===== src/rtl/pwm_capture.sv =====
// pwm_capture
//   Measures one asynchronous PWM input period by period and recovers the
//   8-bit intensity that produced it: duty = floor(active*256/period),
//   saturating naturally at 255 when the line is asserted for the whole period.
//
// Ports
//   iCLOCK    system clock, all logic on the rising edge
//   iRESET    synchronous reset, active-high
//   iPWM      asynchronous PWM input
//   oVALID    one-cycle strobe, the result outputs change together with it
//   oPERIOD   cycles between consecutive period-start edges (0 on timeout)
//   oACTIVE   asserted cycles within that period (0 on timeout)
//   oDUTY     recovered intensity (timeout: 255 if stuck asserted, else 0)
//   oTIMEOUT  last published result was a timeout
//   oOVERRUN  sticky, a measurement was dropped because the divider was busy
module pwm_capture #(
   parameter int CNT_W      = 16,
   parameter int MAX_PERIOD = 50000,
   parameter int ACTIVE_LOW = 1
) (
   input  logic             iCLOCK,
   input  logic             iRESET,
   input  logic             iPWM,
   output logic             oVALID,
   output logic [CNT_W-1:0] oPERIOD,
   output logic [CNT_W-1:0] oACTIVE,
   output logic [7:0]       oDUTY,
   output logic             oTIMEOUT,
   output logic             oOVERRUN
);

   localparam logic [CNT_W-1:0] CNT_ONE = CNT_W'(1);
   localparam logic [CNT_W-1:0] TMO_CNT = CNT_W'(MAX_PERIOD - 1);

   typedef enum logic {IDLE, MEASURE} state_t;

   // One restoring-division step. The remainder never exceeds the divisor,
   // so CNT_W bits hold it between steps; the shifted value needs one more.
   // Returns {quotient bit, new remainder}.
   function automatic logic [CNT_W:0] div_step(input logic [CNT_W-1:0] rem,
                                               input logic [CNT_W-1:0] den);
      logic [CNT_W:0] sh;
      logic [CNT_W:0] diff;
      sh   = {rem, 1'b0};
      diff = sh - {1'b0, den};
      if (sh >= {1'b0, den}) div_step = {1'b1, diff[CNT_W-1:0]};
      else                   div_step = {1'b0, sh[CNT_W-1:0]};
   endfunction

   logic s1, s2, s3;
   logic act, act_d, start;

   state_t           state;
   logic [CNT_W-1:0] cnt_per, cnt_act;
   logic             tmo_pend, tmo_act;

   logic             div_busy;
   logic [3:0]       div_cnt;
   logic [CNT_W-1:0] div_rem, div_den, div_act;
   logic [7:0]       div_q;
   logic [CNT_W:0]   step;
   logic             div_done;

   // Input synchronizer plus one extra stage for edge detection
   always_ff @(posedge iCLOCK) begin
      if (iRESET) begin
         s1 <= 1'b0;
         s2 <= 1'b0;
         s3 <= 1'b0;
      end else begin
         s1 <= iPWM;
         s2 <= s1;
         s3 <= s2;
      end
   end

   assign act      = (ACTIVE_LOW != 0) ? ~s2 : s2;
   assign act_d    = (ACTIVE_LOW != 0) ? ~s3 : s3;
   assign start    = act & ~act_d;
   assign step     = div_step(div_rem, div_den);
   assign div_done = div_busy && (div_cnt == 4'd8);

   always_ff @(posedge iCLOCK) begin
      if (iRESET) begin
         state     <= IDLE;
         cnt_per   <= '0;
         cnt_act   <= '0;
         tmo_pend  <= 1'b0;
         tmo_act   <= 1'b0;
         div_busy  <= 1'b0;
         div_cnt   <= '0;
         div_rem   <= '0;
         div_den   <= '0;
         div_act   <= '0;
         div_q     <= '0;
         oVALID    <= 1'b0;
         oPERIOD   <= '0;
         oACTIVE   <= '0;
         oDUTY     <= '0;
         oTIMEOUT  <= 1'b0;
         oOVERRUN  <= 1'b0;
      end else begin
         oVALID <= 1'b0;

         // Publish stage: a finished divide takes priority, a pending
         // timeout waits for the next free edge
         if (div_done) begin
            oVALID   <= 1'b1;
            oPERIOD  <= div_den;
            oACTIVE  <= div_act;
            oDUTY    <= div_q;
            oTIMEOUT <= 1'b0;
            div_busy <= 1'b0;
         end else if (tmo_pend) begin
            oVALID   <= 1'b1;
            oPERIOD  <= '0;
            oACTIVE  <= '0;
            oDUTY    <= tmo_act ? 8'hFF : 8'h00;
            oTIMEOUT <= 1'b1;
            tmo_pend <= 1'b0;
         end

         // Divider stage: one quotient bit per cycle, MSB first
         if (div_busy && (div_cnt != 4'd8)) begin
            div_rem <= step[CNT_W-1:0];
            div_q   <= {div_q[6:0], step[CNT_W]};
            div_cnt <= div_cnt + 4'd1;
         end

         // Measurement stage
         case (state)
            IDLE: begin
               // first edge after reset or timeout only arms the counters
               if (start) begin
                  state   <= MEASURE;
                  cnt_per <= CNT_ONE;
                  cnt_act <= CNT_ONE;
               end
            end
            MEASURE: begin
               if (start) begin
                  if (!div_busy) begin
                     div_busy <= 1'b1;
                     div_cnt  <= '0;
                     div_rem  <= cnt_act;
                     div_den  <= cnt_per;
                     div_act  <= cnt_act;
                     div_q    <= '0;
                  end else begin
                     oOVERRUN <= 1'b1;
                  end
                  cnt_per <= CNT_ONE;
                  cnt_act <= CNT_ONE;
               end else if (cnt_per == TMO_CNT) begin
                  state    <= IDLE;
                  tmo_pend <= 1'b1;
                  tmo_act  <= act;
               end else begin
                  cnt_per <= cnt_per + CNT_ONE;
                  if (act) cnt_act <= cnt_act + CNT_ONE;
               end
            end
            default: state <= IDLE;
         endcase
      end
   end

endmodule

===== config.mk =====
export PLATFORM = sky130hd
export DESIGN_NAME = pwm_capture
export DESIGN_NICKNAME = d
export VERILOG_FILES = /design/src/rtl/pwm_capture.sv
export SDC_FILE = /design/constraint.sdc
export NUM_CORES = 1
export LEC_CHECK = 0
export CELL_PAD_IN_SITES_DETAIL_PLACEMENT = 0
export CELL_PAD_IN_SITES_GLOBAL_PLACEMENT = 1
export CORE_ASPECT_RATIO = 2
export CORE_MARGIN = 4
export CORE_UTILIZATION = 47
export DETAILED_ROUTE_END_ITERATION = 12
export GPL_ROUTABILITY_DRIVEN = 0
export PLACE_DENSITY = 0.94
export SYNTH_ARGS = -nofsm -noshare
export SYNTH_HDL_FRONTEND = slang
export SYNTH_SLANG_ARGS = --single-unit

===== constraint.sdc =====
create_clock -name iCLOCK -period 4.6 [get_ports iCLOCK]
set_input_delay 0.46 -clock iCLOCK [delete_from_list [all_inputs] [get_ports iCLOCK]]
set_output_delay 0.46 -clock iCLOCK [all_outputs]
set_load 0.01 [all_outputs]

==> results.sh <==
export IMPL_register_clock_pin_slew_on_the_reported_worst_setup_and_hold_paths_ps=60
export IMPL_ir_drop_uv=237
export IMPL_design_final_nets=865
export IMPL_leakage_nw=2.75
export IMPL_synth_edff_count=0
export IMPL_worst_hold_path_class="reg2reg"
export IMPL_grt_antenna_before_repair=0
export IMPL_std_cell_rows=60
export IMPL_final_hold_violation_count=0
export IMPL_ratio_of_cells_with_drive_above_1_in_the_final_layout=0.0738
export IMPL_drt_vias_per_instance=5.60
export IMPL_routedWlPerCell_microns=16.8
export IMPL_start_util=0.483
export IMPL_clock_fmax_ghz=0.376
export IMPL_yosys_cell_types_count=60
export IMPL_num_fill_cells=1249
export IMPL_power_per_cell_area_mw_per_mm2=358
export IMPL_numCtsBuffers=17
export IMPL_clk_skew_ps=7.76
export IMPL_detail_route_wirelength_microns=17500
export IMPL_endpoint_kind_of_the_worst_setup_timing_path="flip-flop"
export IMPL_timing_worst_slew_pin_value_ps=922
export IMPL_postSynthRegisterBits=142
export IMPL_status="finished clean"
export IMPL_die_height_microns=175
export IMPL_synthesis_area_sq_mm=0.00657
export IMPL_post_synth_top_area_fraction=0.433
export IMPL_totalNegativeSetupSlack_ps=0
export IMPL_synth_warnings=0
export IMPL_max_slew_margin_rel=0.385
export IMPL_clockBufferDepth=2
export IMPL_worstPathRequired_ps=4930
export IMPL_place_hpwl_microns=12600
export IMPL_timing_final_setup_violations=0
export IMPL_track_usage=0.222
export IMPL_most_common_library_cell_in_the_layout_ignoring_fill_and_taps="sky130_fd_sc_hd__dfxtp_1"
export IMPL_synthToLayoutAreaGrowth_pct=17.7
export IMPL_pin_count=46
export IMPL_final_antenna_net_count=0
export IMPL_first_pass_grt_wire_length_microns=28100
export IMPL_postSynthNetCount=847
export IMPL_route_vias_total=5829
export IMPL_root_buffer="sky130_fd_sc_hd__clkbuf_16"
export IMPL_remaining_drc_errors=0
export IMPL_yosysSeqAreaShare=0.433
export IMPL_clock_latency_ps=420
export IMPL_fin_total_pwr_mw=2.77
export IMPL_die_w_microns=91.6
export IMPL_port_buffer_count=45
export IMPL_criticalPathCategory="reg2reg"
export IMPL_min_period_ps=2660
export IMPL_syn_inst=823
export IMPL_async_reset_ff_frac=0
export IMPL_crit_arrival_ps=2990
export IMPL_fp_coreArea_sq_mm=0.0136
export IMPL_synth_area_leaders="sky130_fd_sc_hd__dfxtp_1, sky130_fd_sc_hd__a21oi_1, sky130_fd_sc_hd__nand2_1"
export IMPL_synth_flop_cell="sky130_fd_sc_hd__dfxtp_1"
export IMPL_post_cts_hold_buffer_count=0
export IMPL_grt_setup_unrepaired="false"
export IMPL_layout_worst_path_cycle_share=0.578
export IMPL_h_tree_levels=4
export IMPL_most_used_cells_in_the_layout_excluding_fill_and_tap_cells="sky130_fd_sc_hd__dfxtp_1, sky130_fd_sc_hd__nand2_1, sky130_fd_sc_hd__a21oi_1, sky130_fd_sc_hd__nor2_1, sky130_fd_sc_hd__nand3_1"
export IMPL_worst_path_max_fanout=21
export IMPL_diodes=0
export IMPL_first_iter_violations=285
export IMPL_cts_sink_count=142
export IMPL_cts_post_setup_buffers_inserted=0
export IMPL_first_global_vias=5587
export IMPL_timing_critical_path_from_type="flip-flop"
export IMPL_postSynthAreaPerCell_sq_um=7.98
export IMPL_tritoncts="built"
export IMPL_synth_area_leader_cell="sky130_fd_sc_hd__dfxtp_1"
export IMPL_grt_max_degree=91
export IMPL_gr_total_overflow=0
export IMPL_drtPass1Iterations=7
export IMPL_final_max_slew_violation_count=0
export IMPL_die_area_sq_mm=0.0160
export IMPL_max_cap_viol_count=0
export IMPL_post_cts_resize_count=0
==> synthesized netlist by cell type (5+ instances only) <==
cell and instances:
sky130_fd_sc_hd__o21ai_0 21, sky130_fd_sc_hd__a211oi_1 14, sky130_fd_sc_hd__clkbuf_1 39, sky130_fd_sc_hd__xor2_1 9, sky130_fd_sc_hd__nor2b_1 8, sky130_fd_sc_hd__mux2i_1 8, sky130_fd_sc_hd__nand3_1 46, sky130_fd_sc_hd__a31oi_1 8
sky130_fd_sc_hd__nor3b_1 13, sky130_fd_sc_hd__dfxtp_1 142, sky130_fd_sc_hd__nand4_1 5, sky130_fd_sc_hd__nand2_1 133, sky130_fd_sc_hd__and3_1 11, sky130_fd_sc_hd__ha_1 20, sky130_fd_sc_hd__o22ai_1 9, sky130_fd_sc_hd__a21o_1 7
sky130_fd_sc_hd__nor2_1 72, sky130_fd_sc_hd__nor4_1 5, sky130_fd_sc_hd__a21boi_0 10, sky130_fd_sc_hd__nand2b_1 6, sky130_fd_sc_hd__a21oi_1 115, sky130_fd_sc_hd__xnor2_1 7, sky130_fd_sc_hd__buf_1 10, sky130_fd_sc_hd__nor3_1 11
sky130_fd_sc_hd__inv_1 29, sky130_fd_sc_hd__o21ai_2 6, sky130_fd_sc_hd__o221ai_1 5
==> layer usage <==
metal  wire, microns  GRT usage  vias to the layer above
li1                -          -                     2907
met1            6300      0.220                     2732
met2            9860      0.429                      145
met3             556     0.0409                       45
met4             759      0.105                        0
met5               0          0                        -
==> flip-flops by register name, indices dropped and copies added, names as in the netlist <==
signal    flops
cnt_act      16
cnt_per      16
div_act      16
div_busy      1
div_cnt       4
div_den      16
div_q         8
div_rem      16
oACTIVE      16
oDUTY         8
oOVERRUN      1
oPERIOD      16
oTIMEOUT      1
oVALID        1
s1            1
s2            1
s3            1
state         1
tmo_act       1
tmo_pend      1
==> cell type report <==
class | count | area, sq um | area share
repair buffers | 54 | 515 | 0.0667
clock buffers | 18 | 429 | 0.0555
well taps | 186 | 233 | 0.0301
inverters | 29 | 109 | 0.0141
multi-input cells | 597 | 3400 | 0.439
flip-flops and latches | 142 | 2840 | 0.368
clock inverters | 14 | 205 | 0.0265
==> power by group <==
| group | switching [mW] | total [mW] | internal [mW] |
|---|---|---|---|
| clock | 0.556 | 1.48 | 0.920 |
| combinational | 0.0444 | 0.0601 | 0.0156 |
| sequential | 0.00319 | 1.24 | 1.23 |
| total | 0.604 | 2.77 | 2.17 |
==> logic make-up (layout without fill, tap and decap cells) <==
| family | after synthesis | in the layout | share of synthesized area |
|---|---|---|---|
| xor gates and xnor gates | 16 | 16 | 0.0213 |
| AOI/OAI and AO/OA | 222 | 222 | 0.206 |
| DFF | 142 | 142 | 0.433 |
| adders and majority gates | 21 | 21 | 0.0411 |
| buffers and inverters | 84 | 115 | 0.0520 |
| muxes | 9 | 9 | 0.0139 |
| and+or+nand+nor | 329 | 329 | 0.232 |
==> critical path, stage by stage, from the launching register on <==
cell and delay, ps:
sky130_fd_sc_hd__dfxtp_1 410, sky130_fd_sc_hd__inv_1 70, sky130_fd_sc_hd__ha_1 280, sky130_fd_sc_hd__nor2b_1 150, sky130_fd_sc_hd__o21ai_1 260, sky130_fd_sc_hd__nand3_1 170
sky130_fd_sc_hd__nand2_1 210, sky130_fd_sc_hd__o41ai_4 80, sky130_fd_sc_hd__buf_4 220, sky130_fd_sc_hd__or4b_2 630, sky130_fd_sc_hd__o221ai_1 90
==> stage by stage <==
| step | cell area (sq um) | hold slack (ps) | setup WS, ps | instances | util |
|---|---|---|---|---|---|
| after floorplan | 6570 | 414 | 2370 | 823 | - |
| after global placement | 7100 | 422 | 2040 | 1008 | 0.522 |
| after detailed placement | 7100 | 424 | 1990 | 1008 | 0.522 |
| after CTS | 7730 | 439 | 1940 | 1040 | 0.569 |
| after global routing | 7730 | 468 | 1740 | 1040 | 0.569 |
| final | 7730 | 437 | 1940 | 1040 | 0.569 |
==> final timing paths <==
check / startpoint / end / slack (ps) / depth (start not counted)
max: div_den[1] / div_rem[11] / 1940 / 10
min: s1 / s2 / 440 / 1
max reg2reg: div_den[1] / div_rem[11] / 1940 / 10
min reg2reg: s1 / s2 / 440 / 1
(Power assumes the default switching activity.)
